[src/rtl/uart_tx_arbiter_pkg.sv]
// rtl/uart_tx_arbiter_pkg.sv - shared constants and helpers for the UART TX arbiter
package uart_tx_arbiter_pkg;

  localparam int UART_DW    = 8;
  localparam int ERR_W      = 3;
  localparam int ERR_RX_OVR = 0;
  localparam int ERR_RX_UNR = 1;
  localparam int ERR_TX_OVR = 2;

  // Requester index k places after base, wrapping over n requesters.
  function automatic int rr_next(input int base, input int k, input int n);
    return (base + k) % n;
  endfunction

endpackage

[src/rtl/uart_lb_fifo.sv]
// rtl/uart_lb_fifo.sv - small synchronous FIFO buffering RX->TX echo characters
module uart_lb_fifo #(
  parameter int DW    = 8,
  parameter int DEPTH = 4
) (
  input  logic                     clk,
  input  logic                     rst,
  input  logic                     i_push,
  input  logic [DW-1:0]            i_wdata,
  input  logic                     i_pop,
  output logic [DW-1:0]            o_rdata,
  output logic                     o_full,
  output logic                     o_empty,
  output logic [$clog2(DEPTH):0]   o_level
);

  localparam int AW = $clog2(DEPTH);

  logic [DW-1:0] r_mem [DEPTH];
  logic [AW-1:0] r_wp;
  logic [AW-1:0] r_rp;
  logic [AW:0]   r_cnt;
  logic          w_do_push;
  logic          w_do_pop;

  assign o_full    = (r_cnt == (AW+1)'(DEPTH));
  assign o_empty   = (r_cnt == '0);
  assign o_level   = r_cnt;
  assign o_rdata   = r_mem[r_rp];
  assign w_do_push = i_push & ~o_full;
  assign w_do_pop  = i_pop & ~o_empty;

  always_ff @(posedge clk) begin
    if (w_do_push) r_mem[r_wp] <= i_wdata;
  end

  // Depth is a power of two, so pointers wrap by natural overflow.
  always_ff @(posedge clk or posedge rst) begin
    if (rst) begin
      r_wp  <= '0;
      r_rp  <= '0;
      r_cnt <= '0;
    end else begin
      if (w_do_push) r_wp <= r_wp + 1'b1;
      if (w_do_pop)  r_rp <= r_rp + 1'b1;
      case ({w_do_push, w_do_pop})
        2'b10:   r_cnt <= r_cnt + 1'b1;
        2'b01:   r_cnt <= r_cnt - 1'b1;
        default: r_cnt <= r_cnt;
      endcase
    end
  end

endmodule

[src/rtl/uart_tx_arbiter.sv]
// rtl/uart_tx_arbiter.sv - round-robin merge of writer channels and RX echo onto the TX FIFO
module uart_tx_arbiter
  import uart_tx_arbiter_pkg::*;
#(
  parameter int DW       = UART_DW,
  parameter int NSRC     = 2,
  parameter int LB_DEPTH = 4
) (
  input  logic                        clk,
  input  logic                        rst,
  input  logic                        lb_en,
  output logic                        rx_rden,
  input  logic [DW-1:0]               rx_rdata,
  input  logic                        rx_fifo_dvalid,
  input  logic                        rx_fifo_overrun,
  input  logic                        rx_fifo_underrun,
  output logic [DW-1:0]               rout,
  output logic                        rout_en,
  input  logic [NSRC*DW-1:0]          src_data,
  input  logic [NSRC-1:0]             src_valid,
  output logic [NSRC-1:0]             src_ready,
  output logic [DW-1:0]               tx_wdata,
  output logic                        tx_wten,
  input  logic                        tx_fifo_full,
  input  logic                        tx_fifo_overrun,
  input  logic                        err_clr,
  output logic [ERR_W-1:0]            err_flags,
  output logic [$clog2(LB_DEPTH):0]   lb_level
);

  localparam int NREQ = NSRC + 1;
  localparam int PW   = $clog2(NREQ);

  logic [PW-1:0]    r_rr;
  logic [DW-1:0]    r_rout;
  logic             r_rout_en;
  logic [ERR_W-1:0] r_err;

  logic             w_lb_full;
  logic             w_lb_empty;
  logic             w_lb_push;
  logic             w_lb_pop;
  logic [DW-1:0]    w_lb_rdata;
  logic [NREQ-1:0]  w_req;
  logic             w_gnt_found;
  logic [PW-1:0]    w_gnt_idx;
  logic [DW-1:0]    w_gnt_data;
  logic             w_wr;
  logic [ERR_W-1:0] w_err_set;

  // RX is only back-pressured when its char would have to go into a full echo buffer.
  assign rx_rden   = rx_fifo_dvalid & (~lb_en | ~w_lb_full);
  assign w_lb_push = rx_rden & lb_en;
  assign w_req     = {~w_lb_empty, src_valid};

  uart_lb_fifo #(
    .DW    (DW),
    .DEPTH (LB_DEPTH)
  ) u_lb_fifo (
    .clk     (clk),
    .rst     (rst),
    .i_push  (w_lb_push),
    .i_wdata (rx_rdata),
    .i_pop   (w_lb_pop),
    .o_rdata (w_lb_rdata),
    .o_full  (w_lb_full),
    .o_empty (w_lb_empty),
    .o_level (lb_level)
  );

  always_comb begin
    w_gnt_found = 1'b0;
    w_gnt_idx   = r_rr;
    for (int k = 1; k <= NREQ; k++) begin
      if (!w_gnt_found && w_req[rr_next(int'(r_rr), k, NREQ)]) begin
        w_gnt_found = 1'b1;
        w_gnt_idx   = PW'(rr_next(int'(r_rr), k, NREQ));
      end
    end
  end

  always_comb begin
    w_gnt_data = '0;
    if (w_gnt_found) begin
      if (w_gnt_idx == PW'(NSRC)) begin
        w_gnt_data = w_lb_rdata;
      end else begin
        for (int i = 0; i < NSRC; i++) begin
          if (w_gnt_idx == PW'(i)) w_gnt_data = src_data[i*DW +: DW];
        end
      end
    end
  end

  assign w_wr     = w_gnt_found & ~tx_fifo_full;
  assign tx_wten  = w_wr;
  assign tx_wdata = w_gnt_data;
  assign w_lb_pop = w_wr & (w_gnt_idx == PW'(NSRC));

  always_comb begin
    src_ready = '0;
    for (int i = 0; i < NSRC; i++) begin
      src_ready[i] = w_wr & (w_gnt_idx == PW'(i));
    end
  end

  always_ff @(posedge clk or posedge rst) begin
    if (rst) begin
      r_rr <= PW'(NSRC);
    end else if (w_wr) begin
      r_rr <= w_gnt_idx;
    end
  end

  always_ff @(posedge clk or posedge rst) begin
    if (rst) begin
      r_rout    <= '0;
      r_rout_en <= 1'b0;
    end else begin
      r_rout_en <= rx_rden;
      if (rx_rden) r_rout <= rx_rdata;
    end
  end

  assign rout    = r_rout;
  assign rout_en = r_rout_en;

  always_comb begin
    w_err_set             = '0;
    w_err_set[ERR_RX_OVR] = rx_fifo_overrun;
    w_err_set[ERR_RX_UNR] = rx_fifo_underrun;
    w_err_set[ERR_TX_OVR] = tx_fifo_overrun;
  end

  // A fault pulse coinciding with a clear still leaves its bit set.
  always_ff @(posedge clk or posedge rst) begin
    if (rst) begin
      r_err <= '0;
    end else begin
      r_err <= (r_err & ~{ERR_W{err_clr}}) | w_err_set;
    end
  end

  assign err_flags = r_err;

endmodule
[config.mk]
export PLATFORM = sky130hd
export DESIGN_NAME = uart_tx_arbiter
export DESIGN_NICKNAME = d
export VERILOG_FILES = /design/src/rtl/uart_tx_arbiter_pkg.sv /design/src/rtl/uart_lb_fifo.sv /design/src/rtl/uart_tx_arbiter.sv
export SDC_FILE = /design/constraint.sdc
export NUM_CORES = 1
export LEC_CHECK = 0
export CORE_MARGIN = 2
export CORE_UTILIZATION = 25
export CTS_CLUSTER_DIAMETER = 150
export DETAILED_ROUTE_END_ITERATION = 7
export PLACE_DENSITY_LB_ADDON = 0.25
export SYNTH_ARGS = -nofsm -noshare
export SYNTH_HDL_FRONTEND = slang
export SYNTH_SLANG_ARGS = --single-unit
[constraint.sdc]
create_clock -name clk -period 5.1 [get_ports clk]
set_input_delay 1.53 -clock clk [delete_from_list [all_inputs] [get_ports clk]]
set_output_delay 1.53 -clock clk [all_outputs]
set_load 0.03 [all_outputs]
Word-level counts from Yosys, hierarchy flattened
Memory sizes are Yosys's and may differ from the RTL's.
Cells that the tools add are included.
{"block": "word_totals", "regBits": 21, "mem_bits_rw": 32, "input_bits": 35, "out_inout_bits": 27, "elab_cells": 71, "memories": 1}
{"name": "u_lb_fifo.r_mem", "words": 4, "width": 8, "rd": 1, "rd_ports_with_merged_regs": 0, "write_ports": 1, "line_no": "uart_lb_fifo.sv:19", "rtl": "logic [DW-1:0] r_mem [DEPTH];"}
{"block": "classes", "add_sub_neg": 7, "div_mod_pow": 3, "n_lt_le_gt_ge": 3, "n_eq_ne": 5, "n_mux": 22, "n_bitwise": 16, "reduce_logical": 7}
{"op": "less-than comparator 32 x 4 -> 1 bit, second input constant", "n": 3}
{"op": "modulo 32 x 3 -> 32 bit, second input constant", "n": 3}
{"op": "2-to-1 mux 8 bit", "n": 4}
{"op": "2-to-1 mux 1 bit", "n": 11}
{"op": "bitwise AND 1 bit", "n": 8}
{"op": "adder 2 x 2 -> 3 bit, second input constant", "n": 2}
{"op": "binary-select mux 1 bit (select 2 bit)", "n": 3}
{"op": "2-to-1 mux 2 bit", "n": 3}
{"op": "one-hot mux 3 bit (2 select lines)", "n": 1}
{"op": "adder 2 x 1 -> 2 bit, second input constant", "n": 2}
{"op": "equality test 2 x 1 -> 1 bit, second input constant", "n": 2}
{"op": "equality test 2 bit, second input constant", "n": 2}
{"op": "NOT 1 bit", "n": 4}
{"op": "adder 2 x 1 -> 3 bit, second input constant", "n": 1}
{"op": "adder 3 x 1 -> 3 bit, second input constant", "n": 1}
{"op": "bitwise AND 3 bit", "n": 1}
{"op": "equality test 3 bit, second input constant", "n": 1}
{"op": "logical NOT 3 bit", "n": 1}
{"op": "NOT 3 bit", "n": 1}
{"op": "OR 3 bit", "n": 1}
{"op": "subtractor 3 x 1 -> 3 bit, second input constant", "n": 1}
{"op": "logical AND 1 bit", "n": 2}
{"op": "logical NOT 1 bit", "n": 2}
{"op": "logical NOT 2 bit", "n": 1}
{"op": "2 further kinds", "n": 2}

Depth between registers and ports, before layout
Gate-level depths: netlist of run 1.
{"block": "logic_depth", "depth_word": 17, "ltp_mapped": 15, "depth_no_buf": 14}

Hierarchy
A second synthesis of run 1 with hierarchy kept.
{"block": "unflattened", "cells_unflattened": 197, "area_unflattened_um2": 2721.4}
{"mod": "uart_lb_fifo", "instances": 1, "cells_each": 80, "area_per_inst_um2": 1596.5}
{"mod": "uart_tx_arbiter", "instances": 1, "cells_each": 117, "area_per_inst_um2": 1124.8}

Least setup slack after synthesis of run 1
OpenSTA, ideal clock, no wires.
{"block": "synth_path", "kind": "input port to output port", "startpoint": "input src_valid[0]", "endpoint": "output tx_wdata[6]", "arrival_time_ns": 3.101, "required_time_ns": 3.570, "setup_slack_ns": 0.469, "cell_stages": 7, "n_path_buf": 1, "cell_sequence": "inv_1 nor2_1 a221oi_4 mux2_4 buf_8 o21bai_1 o2bb2ai_1"}
{"block": "synth_between", "elab_chain_cells": 15}
{"element": "from (decl)", "line_no": "uart_tx_arbiter.sv:20", "rtl": "input logic [NSRC-1:0] src_valid,"}
{"element": "binary-select mux 1 bit (select 2 bit)", "line_no": "uart_tx_arbiter.sv:75", "rtl": "if (!w_gnt_found && w_req[rr_next(int'(r_rr), k, NREQ)]) begin"}
{"element": "2-to-1 mux 1 bit (not written as such) (2 in series)", "line_no": "uart_tx_arbiter.sv:75"}
{"element": "2-to-1 mux 1 bit", "line_no": "uart_tx_arbiter.sv:75"}
{"element": "logical NOT 1 bit", "line_no": "uart_tx_arbiter.sv:75"}
{"element": "logical AND 1 bit", "line_no": "uart_tx_arbiter.sv:75"}
{"element": "2-to-1 mux 1 bit", "line_no": "uart_tx_arbiter.sv:75"}
{"element": "logical NOT 1 bit", "line_no": "uart_tx_arbiter.sv:75"}
{"element": "logical AND 1 bit", "line_no": "uart_tx_arbiter.sv:75"}
{"element": "2-to-1 mux 2 bit", "line_no": "uart_tx_arbiter.sv:75"}
{"element": "logical NOT 2 bit", "line_no": "uart_tx_arbiter.sv:89", "rtl": "if (w_gnt_idx == PW'(i)) w_gnt_data = src_data[i*DW +: DW];"}
{"element": "2-to-1 mux 8 bit (2 in series)", "line_no": "uart_tx_arbiter.sv:89"}
{"element": "2-to-1 mux 8 bit", "line_no": "uart_tx_arbiter.sv:85", "rtl": "if (w_gnt_idx == PW'(NSRC)) begin"}
{"element": "2-to-1 mux 8 bit (*)", "line_no": "uart_tx_arbiter.sv:84", "rtl": "if (w_gnt_found) begin"}
{"element": "to (decl)", "line_no": "uart_tx_arbiter.sv:22", "rtl": "output logic [DW-1:0] tx_wdata,"}
Every way passes the cells marked *; elsewhere a longest branch is shown, timed or not. The select of a mux whose other input is x is not followed.

Worst setup path after layout of run 1
Same ends and word-level chain as after synthesis.

==> impl_metrics.env, run 1 <==
export IMPL_synth_compound_gate_area_share_pct=9.848
export IMPL_timing_final_crit_share_pct=98.31
export IMPL_worst_path_max_delay_cell="sky130_fd_sc_hd__clkdlybuf4s50_1"
export IMPL_worst_endpoint_required_ns=3.57
export IMPL_synth_cell_area_sq_um=2554
export IMPL_path_cells="clkdlybuf4s50_1 -> inv_2 -> nor2_1 -> a221oi_4 -> buf_4 -> mux2_4 -> buf_4 -> o21bai_1 -> o2bb2ai_1 -> buf_4"
export IMPL_met3_grt_util_pct=2.994
export IMPL_synth_avg_cell_area_sq_um=14.19
export IMPL_track_usage_pct=10.32
export IMPL_critPathMostFrequentCell="sky130_fd_sc_hd__buf_4"
export IMPL_layout_area_seq_sq_um=1488
export IMPL_cts_inserted_buffers=5
export IMPL_total_length_of_routed_wires_mm=5.487
export IMPL_place_congestion=0.8254
export IMPL_max_clock_path_buffers=2
export IMPL_worst_setup_path_start_kind="input pin"
export IMPL_first_global_vias=1785
export IMPL_synth_enable_flop_cells=32
export IMPL_max_cap_violations=0
export IMPL_chipWidth_um=105.1
export IMPL_initial_util_pct=25.89
export IMPL_grt_max_degree=22
export IMPL_num_antenna_cells=0
export IMPL_worst_hold_path_class="reg -> reg"
export IMPL_timing_critical_path_fanout_max=8
export IMPL_hold_buf_count_cts=0
export IMPL_cellPowerDensity_nw_per_um2=578.7
export IMPL_cp_top_family="buffers and inverters"
export IMPL_global_route_usage_met1_pct=13.33
export IMPL_pin_count=62
export IMPL_global_route_overflow_total=0
export IMPL_power_leakage_nw=1.374
export IMPL_grt_util_met2_pct=16.60
export IMPL_insertion_delay_ns=0.31
export IMPL_crit_buf_inv=5
export IMPL_slew_viol_final=0
export IMPL_drcViolationCount=0
export IMPL_grt_antenna_before_repair=0
export IMPL_timing_hold_violations_final=0
export IMPL_num_nets_final=302
export IMPL_maxSlewHeadroom_pct=41.72
export IMPL_final_util_pct=35.30
export IMPL_finalCriticalPeriod_ns=5.014
export IMPL_synth_main_ff_cell="sky130_fd_sc_hd__edfxtp_1"
export IMPL_antenna_left=0
export IMPL_critical_path_arrival_ns=3.48
export IMPL_yosysWarningCount=0
export IMPL_placeableCoreArea_sq_um=9864
export IMPL_synth_net_count=224
export IMPL_clock_tree_from_tritoncts="built"
export IMPL_critPathKind="in -> out"
export IMPL_placement_setup_worst_slack_ns=-0.4777
export IMPL_total_die_area_sq_um=11040
export IMPL_num_fill_cells=977
export IMPL_detailroute_via_count=1684
export IMPL_fin_skew_ns=0.007657
export IMPL_layout_setup_ws_ns=0.08611
export IMPL_status="completed"
export IMPL_post_drt_via_cell_ratio=4.296
export IMPL_final_report_setup_violation_count=0
export IMPL_drt_iter0_drc=58
export IMPL_grt_pass1_wl_mm=8.976
export IMPL_synth_cell_type_count=43
export IMPL_peakVddDrop_uv=169.8
export IMPL_multiplexer_fraction_of_the_synthesized_cell_area_pct=12.35
export IMPL_layout_area_overhead_vs_synth_pct=36.35
export IMPL_worst_setup_path_end_kind="output pin"
export IMPL_die_height_um=105.1
export IMPL_placement_rows=36
export IMPL_yosysSeqAreaShare_pct=58.26
export IMPL_synthSimpleGateAreaFrac_pct=8.868
export IMPL_synth_top_family_by_area="multiplexers"
export IMPL_io_buffers=61
export IMPL_htreeDepth=2
export IMPL_netlist_instances=180
export IMPL_slowest_delay_ns=0.44
export IMPL_dpl_hpwl_mm=4.044
export IMPL_cts_sink_count=53
export IMPL_synth_fa_ha_area_share_pct=4.704
export IMPL_ys_ff_latch=53
export IMPL_achievable_frequency_ghz=0.1994
export IMPL_number_of_iterations_in_the_first_detailed_routing_pass=4
export IMPL_drive_gt1_share_pct=22.78
export IMPL_path_clk_slew_ns=0.09
export IMPL_top_usage_layer="met2"
export IMPL_yosys_area_share_xor_xnor_pct=2.058
export IMPL_wire_per_inst_um=14.00
export IMPL_cts_root_buffer_cell="sky130_fd_sc_hd__clkbuf_8"
export IMPL_ys_async_sr_fraction_pct=39.62
export IMPL_multiInputGateArea_sq_um=965.9
export IMPL_worst_pin_slew_ns=0.8732
metal layers:
layer,vias to the layer above,wire (um)
met2,39,2647
li1,815,-
met4,0,76
met5,-,0
met1,825,2501
met3,5,262
layout make-up:
class | count | share of cell area [%]
sequential | 53 | 42.72
inverter | 18 | 1.940
clock inverter | 3 | 0.7186
timing repair buffer | 76 | 20.12
multi-input combinational | 104 | 27.74
clock buffer | 5 | 1.976
tap | 133 | 4.779
what timing repair did:
item	4_1_cts	5_1_grt
pin swaps	1	2
setup endpoints to repair	8	8
buffers inserted	1	2
gates cloned	0	0
resized for setup	35	6
stage by stage:
stage               hold slack (ns)  cell area (sq um)  power, mW  setup TNS [ns]  cells
CTS                          0.4917               3468      2.026        -0.03035    390
finish                       0.4820               3482      2.015               0    392
detailed placement           0.4681               3393      1.816          -3.061    381
global placement             0.4643               3393      1.809          -2.904    381
global route                 0.5034               3482      2.147        -0.01369    392
floorplan                    0.4786               2554      1.391               0    180
synthesized netlist by cell type (4+ instances only):
library cell / count / area [sq um]
sky130_fd_sc_hd__nor2_1: 8 / 30.03
sky130_fd_sc_hd__a21o_1: 6 / 45.04
sky130_fd_sc_hd__nand2_1: 6 / 22.52
sky130_fd_sc_hd__a221o_1: 6 / 60.06
sky130_fd_sc_hd__nor3b_1: 6 / 45.04
sky130_fd_sc_hd__mux2_2: 8 / 90.09
sky130_fd_sc_hd__ha_1: 8 / 100.1
sky130_fd_sc_hd__dfrtp_1: 20 / 500.5
sky130_fd_sc_hd__mux4_2: 8 / 180.2
sky130_fd_sc_hd__edfxtp_1: 32 / 960.9
sky130_fd_sc_hd__inv_1: 18 / 67.56
sky130_fd_sc_hd__a21oi_1: 5 / 25.02
sky130_fd_sc_hd__and2_1: 4 / 25.02
placed cells by master (no fill, tap or decap), types with 2 or more instances in the layout:
cell type	instances
sky130_fd_sc_hd__mux4_2	8
sky130_fd_sc_hd__nand2_1	6
sky130_fd_sc_hd__clkdlybuf4s50_1	49
sky130_fd_sc_hd__mux2i_1	3
sky130_fd_sc_hd__mux2_2	8
sky130_fd_sc_hd__clkbuf_8	5
sky130_fd_sc_hd__o2bb2ai_1	2
sky130_fd_sc_hd__ha_1	8
sky130_fd_sc_hd__nor2_1	8
sky130_fd_sc_hd__edfxtp_1	32
sky130_fd_sc_hd__a31oi_1	2
sky130_fd_sc_hd__or3_1	2
sky130_fd_sc_hd__inv_1	17
sky130_fd_sc_hd__a21oi_1	5
sky130_fd_sc_hd__a221o_1	6
sky130_fd_sc_hd__nor3_1	2
sky130_fd_sc_hd__dfrtp_1	20
sky130_fd_sc_hd__a21o_1	6
sky130_fd_sc_hd__and2_1	4
sky130_fd_sc_hd__buf_2	6
sky130_fd_sc_hd__o21bai_1	2
sky130_fd_sc_hd__o21ai_0	3
sky130_fd_sc_hd__buf_4	17
sky130_fd_sc_hd__xor2_1	3
sky130_fd_sc_hd__nor3b_1	6
sky130_fd_sc_hd__xnor2_1	3
kinds of logic (layout without fill, tap and decap cells):
logic type               after synthesis  in the layout
multiplexers                          20             20
XOR/XNOR                               6              6
AND/OR/NAND/NOR                       38             38
buffers and inverters                 23            102
flip-flops                            53             53
adder cells (fa/ha/maj)                9              9
AO/OA/AOI/OAI                         31             31
flip-flops by register name (all words and copies together) (netlist names):
register and cells:
u_lb_fifo.r_mem 32, err_flags 3, u_lb_fifo.r_wp 2, rout_en 1
u_lb_fifo.o_level 3, rout 8, r_rr 2, u_lb_fifo.r_rp 2
worst paths after layout:
check,start,endpoint,slack (ns),cells past startpoint
worst max-delay path,src_valid[0],tx_wdata[6],0.09,10
worst min-delay path,err_flags[1]$_DFF_PP0_,err_flags[1]$_DFF_PP0_,0.48,1
worst max register to register,r_rr[1]$_DFFE_PP1P_,u_lb_fifo.o_level[2]$_DFFE_PP0P_,1.41,15
worst min register to register,err_flags[1]$_DFF_PP0_,err_flags[1]$_DFF_PP0_,0.48,1
max in group asynchronous,rst,rout[1]$_DFFE_PP0N_,2.87,2
min in group asynchronous,rst,u_lb_fifo.r_rp[0]$_DFFE_PP0P_,1.69,2
power breakdown:
part	total [mW]	leakage (nW)	internal [mW]	switching [mW]
combinational	1.16	0.794	0.538	0.620
clock	0.244	0.0447	0.0993	0.144
sequential	0.613	0.535	0.536	0.0767
total	2.02	1.37	1.17	0.841
Power figures use the tool's default switching activity.
==> inputs of run 2 (changes only) <==
TNS_END_PERCENT = 1   (was default)
==> run 2 against run 1 <==
  * Maximum frequency shrank 0.77%
  * Power shrank 0.49%
  * Highest routed layer unchanged
  * Worst hold slack is the same
  * Worst setup slack lost 0.039 ns
  * Largest power group unchanged
  * Critical endpoint unchanged
  * First-iteration DRC count grew 1.7%
==> impl_metrics.env, run 2 (synthesis gave the netlist of run 1 again) <==
export IMPL_layout_area_overhead_vs_synth_pct=36.06
export IMPL_slew_viol_final=0
export IMPL_worst_hold_path_class="reg -> reg"
export IMPL_number_of_iterations_in_the_first_detailed_routing_pass=4
export IMPL_hold_buf_count_cts=0
export IMPL_max_cap_violations=0
export IMPL_multiInputGateArea_sq_um=965.9
export IMPL_timing_critical_path_fanout_max=8
export IMPL_max_clock_path_buffers=2
export IMPL_insertion_delay_ns=0.31
export IMPL_reg2regPathDepth=15
export IMPL_cell_internal_pwr_mw=1.166
export IMPL_clock_tree_from_tritoncts="built"
export IMPL_cts_root_buffer_cell="sky130_fd_sc_hd__clkbuf_8"
export IMPL_first_global_vias=1781
export IMPL_initial_util_pct=25.89
export IMPL_setup_reg_to_reg_worst_slack_ns=1.39
export IMPL_die_height_um=105.1
export IMPL_cts_sink_count=53
export IMPL_wire_per_inst_um=14.02
export IMPL_post_drt_via_cell_ratio=4.325
export IMPL_total_length_of_routed_wires_mm=5.483
export IMPL_placement_rows=36
export IMPL_rsz0062_at_grt="true"
export IMPL_largest_reg_flops=32
export IMPL_cts_inserted_buffers=5
export IMPL_power_switching_share_pct=41.83
export IMPL_num_nets_final=301
export IMPL_achievable_frequency_ghz=0.1979
export IMPL_antenna_left=0
export IMPL_crit_path_start="src_valid[0]"
export IMPL_grt_pass1_wl_mm=8.976
export IMPL_htreeDepth=2
export IMPL_final_area_sq_um=3475
export IMPL_maxSlewHeadroom_pct=41.72
export IMPL_seq_power_share_pct=30.6
export IMPL_num_antenna_cells=0
export IMPL_postPlaceCellArea_sq_um=3393
export IMPL_critPathKind="in -> out"
export IMPL_share_of_power_burned_in_combinational_logic_pct=57.3
export IMPL_dpl_hpwl_mm=4.044
export IMPL_critical_path_arrival_ns=3.52
export IMPL_worst_setup_path_start_kind="input pin"
export IMPL_switchingPower_mw=0.8390
export IMPL_peakVddDrop_uv=168.4
export IMPL_io_buffers=61
export IMPL_layout_setup_ws_ns=0.04711
export IMPL_regMostFlops="u_lb_fifo.r_mem"
export IMPL_status="completed"
export IMPL_power_clock_fraction_pct=12.1
export IMPL_chipWidth_um=105.1
export IMPL_drive_gt1_share_pct=22.48
export IMPL_final_report_setup_violation_count=0
export IMPL_setup_worst_path_end="tx_wdata[6]"
export IMPL_path_clk_slew_ns=0.09
export IMPL_worst_hold_margin_ns=0.4820
export IMPL_fin_skew_ns=0.007761
export IMPL_drcViolationCount=0
export IMPL_finalCriticalPeriod_ns=5.053
export IMPL_most_used_cells_in_the_layout_excluding_fill_and_tap_cells="sky130_fd_sc_hd__clkdlybuf4s50_1 (49), sky130_fd_sc_hd__edfxtp_1 (32), sky130_fd_sc_hd__dfrtp_1 (20), sky130_fd_sc_hd__inv_1 (17), sky130_fd_sc_hd__buf_4 (16)"
export IMPL_worst_endpoint_required_ns=3.57
export IMPL_placement_setup_worst_slack_ns=-0.4777
export IMPL_dpl_cell_count=381
export IMPL_place_congestion=0.8254
export IMPL_rr_endpoint="u_lb_fifo.o_level[2]$_DFFE_PP0P_"
export IMPL_timing_final_crit_share_pct=99.08
export IMPL_grt_antenna_before_repair=0
export IMPL_worst_pin_slew_ns=0.8732
export IMPL_total_power_mw=2.005
export IMPL_cellPowerDensity_nw_per_um2=577.2
export IMPL_drt_iter0_drc=59
export IMPL_track_usage_pct=10.32
export IMPL_global_route_overflow_total=0
export IMPL_pin_count=62
export IMPL_num_fill_cells=981
export IMPL_grt_max_degree=22
export IMPL_layout_area_seq_sq_um=1488
export IMPL_crit_reg2reg_launch="r_rr[1]$_DFFE_PP1P_"
export IMPL_detailroute_via_count=1691
export IMPL_timing_hold_violations_final=0
export IMPL_layoutNonFillerInstCount=391
export IMPL_placeableCoreArea_sq_um=9864
export IMPL_power_leakage_nw=1.369
export IMPL_final_common_cell="sky130_fd_sc_hd__clkdlybuf4s50_1"
export IMPL_worst_setup_path_end_kind="output pin"
export IMPL_total_die_area_sq_um=11040
-- run 2: changes by cell type in the layout (fill, tap and decap cells not counted) --
cell	previous run	this run
sky130_fd_sc_hd__buf_4	17	16
-- run 2: how the worst min path moves through the flow --
stage	start	end	slack [ns]	cells after the start
after floorplan	r_rr[0]$_DFFE_PP0P_	r_rr[0]$_DFFE_PP0P_	0.48	1
after global placement	err_flags[1]$_DFF_PP0_	err_flags[1]$_DFF_PP0_	0.46	1
after detailed placement	err_flags[1]$_DFF_PP0_	err_flags[1]$_DFF_PP0_	0.47	1
after CTS	err_flags[1]$_DFF_PP0_	err_flags[1]$_DFF_PP0_	0.49	1
after global routing	err_flags[1]$_DFF_PP0_	err_flags[1]$_DFF_PP0_	0.50	1
final	err_flags[1]$_DFF_PP0_	err_flags[1]$_DFF_PP0_	0.48	1
-- run 2: final cells by class --
cell class,instances,share of cell area (%)
clock buffer,5,1.981
multi-input combinational,104,27.80
inverter,18,1.945
sequential,53,42.82
tap,133,4.789
timing repair buffer,75,19.95
clock inverter,3,0.7202
-- run 2: metrics by stage --
stage / util (%) / TNS (ns)
floorplan: - / 0
global placement: 34.40 / -2.904
detailed placement: 34.40 / -3.061
CTS: 35.46 / -0.1076
global route: 35.22 / -0.1577
finish: 35.22 / 0
-- run 2: power groups by stage --
stage	Combinational [mW]	Sequential [mW]	Clock, mW
after global routing	1.24	0.629	0.270
after global placement	1.18	0.624	0
after floorplan	0.753	0.637	0
after CTS	1.18	0.617	0.254
final	1.15	0.613	0.244
after detailed placement	1.19	0.626	0
-- run 2: repair_timing --
item                       CTS  global route
setup endpoints to repair    8             7
buffers inserted             0             2
gates resized for setup     23            18
pin swaps                    0             1
-- run 2: worst max-delay path, cell delays in order --
cell	delay (ns)
sky130_fd_sc_hd__clkdlybuf4s50_1	0.44
sky130_fd_sc_hd__inv_2	0.08
sky130_fd_sc_hd__nor2_1	0.06
sky130_fd_sc_hd__a221oi_4	0.28
sky130_fd_sc_hd__buf_4	0.17
sky130_fd_sc_hd__mux2_4	0.35
sky130_fd_sc_hd__buf_4	0.16
sky130_fd_sc_hd__o21bai_1	0.15
sky130_fd_sc_hd__o2bb2ai_1	0.12
sky130_fd_sc_hd__buf_4	0.18
-- run 2: layer usage --
metal | vias up | routed length [um] | global-route usage [%]
li1 | 814 | - | -
met1 | 830 | 2491 | 13.37
met2 | 42 | 2647 | 16.60
met3 | 5 | 266 | 2.932
met4 | 0 | 76 | 3.429
met5 | - | 0 | 0
==> inputs of run 3 (changes only) <==
CORE_UTILIZATION = 53   (was 25)
==> run 3 against run 2 <==
  * Sequential cell count is the same
  * Register-to-register slack gained 0.05 ns
  * Clock power shrank 5%
  * Power grew 1.9%
  * Non-clock buffer count grew 6
  * Design area shrank 0.22%
  * Routed wire length shrank 12%
  * Die area shrank 51%
  * Sequential share of layout area grew 0.093 points
  * Maximum frequency shrank 0.92%
  * Via count grew 0.71%
  * Critical path type unchanged
  * Global-route usage grew 9.8 points
==> impl_metrics.env, run 3 (synthesis gave the netlist of run 1 again) <==
export IMPL_status="completed"
export IMPL_io_buffers=61
export IMPL_detailroute_via_count=1703
export IMPL_achievable_frequency_ghz=0.1961
export IMPL_critical_path_arrival_ns=3.57
export IMPL_timing_critical_path_fanout_max=7
export IMPL_pin_count=62
export IMPL_placement_rows=25
export IMPL_placement_setup_worst_slack_ns=-0.3971
export IMPL_initial_util_pct=54.43
export IMPL_worst_hold_margin_ns=0.4824
export IMPL_crit_buf_inv=5
export IMPL_num_nets_final=307
export IMPL_maxSlewHeadroom_pct=45.78
export IMPL_placeableCoreArea_sq_um=4692
export IMPL_largest_reg_flops=32
export IMPL_cts_inserted_buffers=5
export IMPL_num_antenna_cells=0
export IMPL_layout_setup_ws_ns=0.0002589
export IMPL_grt_max_degree=22
export IMPL_cellPowerDensity_nw_per_um2=589.6
export IMPL_global_route_overflow_total=0
export IMPL_num_fill_cells=308
export IMPL_total_power_mw=2.044
export IMPL_first_global_vias=1774
export IMPL_path_clk_slew_ns=0.09
export IMPL_cp_top_family="buffers and inverters"
export IMPL_insertion_delay_ns=0.31
export IMPL_worst_setup_path_start_kind="input pin"
export IMPL_layoutNonFillerInstCount=318
export IMPL_slew_viol_final=0
export IMPL_timing_hold_violations_final=0
export IMPL_number_of_iterations_in_the_first_detailed_routing_pass=4
export IMPL_clock_tree_from_tritoncts="built"
export IMPL_total_length_of_routed_wires_mm=4.845
export IMPL_fin_skew_ns=0.006238
export IMPL_chipWidth_um=73.42
export IMPL_max_cap_violations=0
export IMPL_max_clock_path_buffers=2
export IMPL_critPathMostFrequentCell="sky130_fd_sc_hd__buf_4"
export IMPL_dpl_cell_count=309
export IMPL_antenna_left=0
export IMPL_regMostFlops="u_lb_fifo.r_mem"
export IMPL_grt_pass1_wl_mm=8.148
export IMPL_worst_pin_slew_ns=0.8125
export IMPL_drcViolationCount=0
export IMPL_cts_sink_count=53
export IMPL_worst_hold_path_class="reg -> reg"
export IMPL_power_leakage_nw=1.399
export IMPL_drt_iter0_drc=37
export IMPL_worst_endpoint_required_ns=3.57
export IMPL_die_height_um=73.42
export IMPL_cts_root_buffer_cell="sky130_fd_sc_hd__clkbuf_8"
export IMPL_htreeDepth=2
export IMPL_wire_per_inst_um=15.24
export IMPL_slowest_delay_ns=0.44
export IMPL_layout_area_overhead_vs_synth_pct=35.77
export IMPL_total_die_area_sq_um=5390
export IMPL_final_common_cell="sky130_fd_sc_hd__clkdlybuf4s50_1"
export IMPL_setup_total_negative_slack_ns=0
export IMPL_rsz0062_at_grt="true"
export IMPL_place_congestion=0.8334
export IMPL_worst_path_max_delay_cell="sky130_fd_sc_hd__clkdlybuf4s50_1"
export IMPL_most_used_cells_in_the_layout_excluding_fill_and_tap_cells="sky130_fd_sc_hd__clkdlybuf4s50_1 (50), sky130_fd_sc_hd__edfxtp_1 (32), sky130_fd_sc_hd__buf_4 (23), sky130_fd_sc_hd__dfrtp_1 (20), sky130_fd_sc_hd__inv_1 (18)"
export IMPL_timing_final_crit_share_pct=99.99
export IMPL_grt_antenna_before_repair=0
export IMPL_path_cells="clkdlybuf4s50_1 -> buf_4 -> a221oi_4 -> buf_4 -> a21o_1 -> nor2_1 -> buf_4 -> a221o_1 -> clkdlybuf4s15_2"
export IMPL_post_drt_via_cell_ratio=5.355
export IMPL_drive_gt1_share_pct=25.38
export IMPL_peakVddDrop_uv=319.9
export IMPL_track_usage_pct=20.10
export IMPL_final_report_setup_violation_count=0
export IMPL_worst_setup_path_end_kind="output pin"
export IMPL_finalCriticalPeriod_ns=5.100
export IMPL_critPathKind="in -> out"
export IMPL_dpl_hpwl_mm=3.611
-- run 3: timing repair --
| action | CTS | global route |
|---|---|---|
| cloned | 0 | 0 |
| hold buffers | 0 | 0 |
| endpoints found under the setup margin | 7 | 9 |
| gates resized for setup | 24 | 2 |
| pin swaps | 1 | 0 |
| buffers inserted | 1 | 0 |
-- run 3: per-layer routing --
metal  wire length (um)  global-route usage [%]
met1               2154                   25.68
met2               2351                   33.73
met3                259                   4.527
met4                 79                   7.475
met5                  0                       0
-- run 3: per-stage QoR --
stage	utilization [%]	instance area (sq um)
6_report	73.89	3467
5_1_grt	73.89	3467
4_1_cts	73.73	3460
3_5_place_dp	71.07	3334
3_3_place_gp	71.07	3334
2_1_floorplan	-	2554
-- run 3: final timing paths --
path                                        startpoint                               end  slack, ns  cells after the start
worst max-delay path                      src_valid[1]                       tx_wdata[7]     0.0003                      9
worst min-delay path            err_flags[1]$_DFF_PP0_            err_flags[1]$_DFF_PP0_       0.48                      1
worst max register to register     r_rr[1]$_DFFE_PP1P_  u_lb_fifo.o_level[2]$_DFFE_PP0P_       1.44                     14
worst min register to register  err_flags[1]$_DFF_PP0_            err_flags[1]$_DFF_PP0_       0.48                      1
max in group asynchronous                          rst               rout[2]$_DFFE_PP0N_       2.92                      2
min in group asynchronous                          rst               rout[5]$_DFFE_PP0N_       1.67                      2
-- run 3: power breakdown --
part           internal (mW)  switching (mW)
sequential             0.537          0.0754
clock                 0.0974           0.134
combinational          0.580           0.621
-- run 3: area by class of cell --
type	instances	area (sq um)	share of cell area, %
timing repair buffer	81	764.5	22.05
clock inverter	3	21.27	0.6135
sequential	53	1488	42.91
tap	54	67.56	1.949
clock buffer	5	68.82	1.985
multi-input combinational	104	989.7	28.55
inverter	18	67.56	1.949
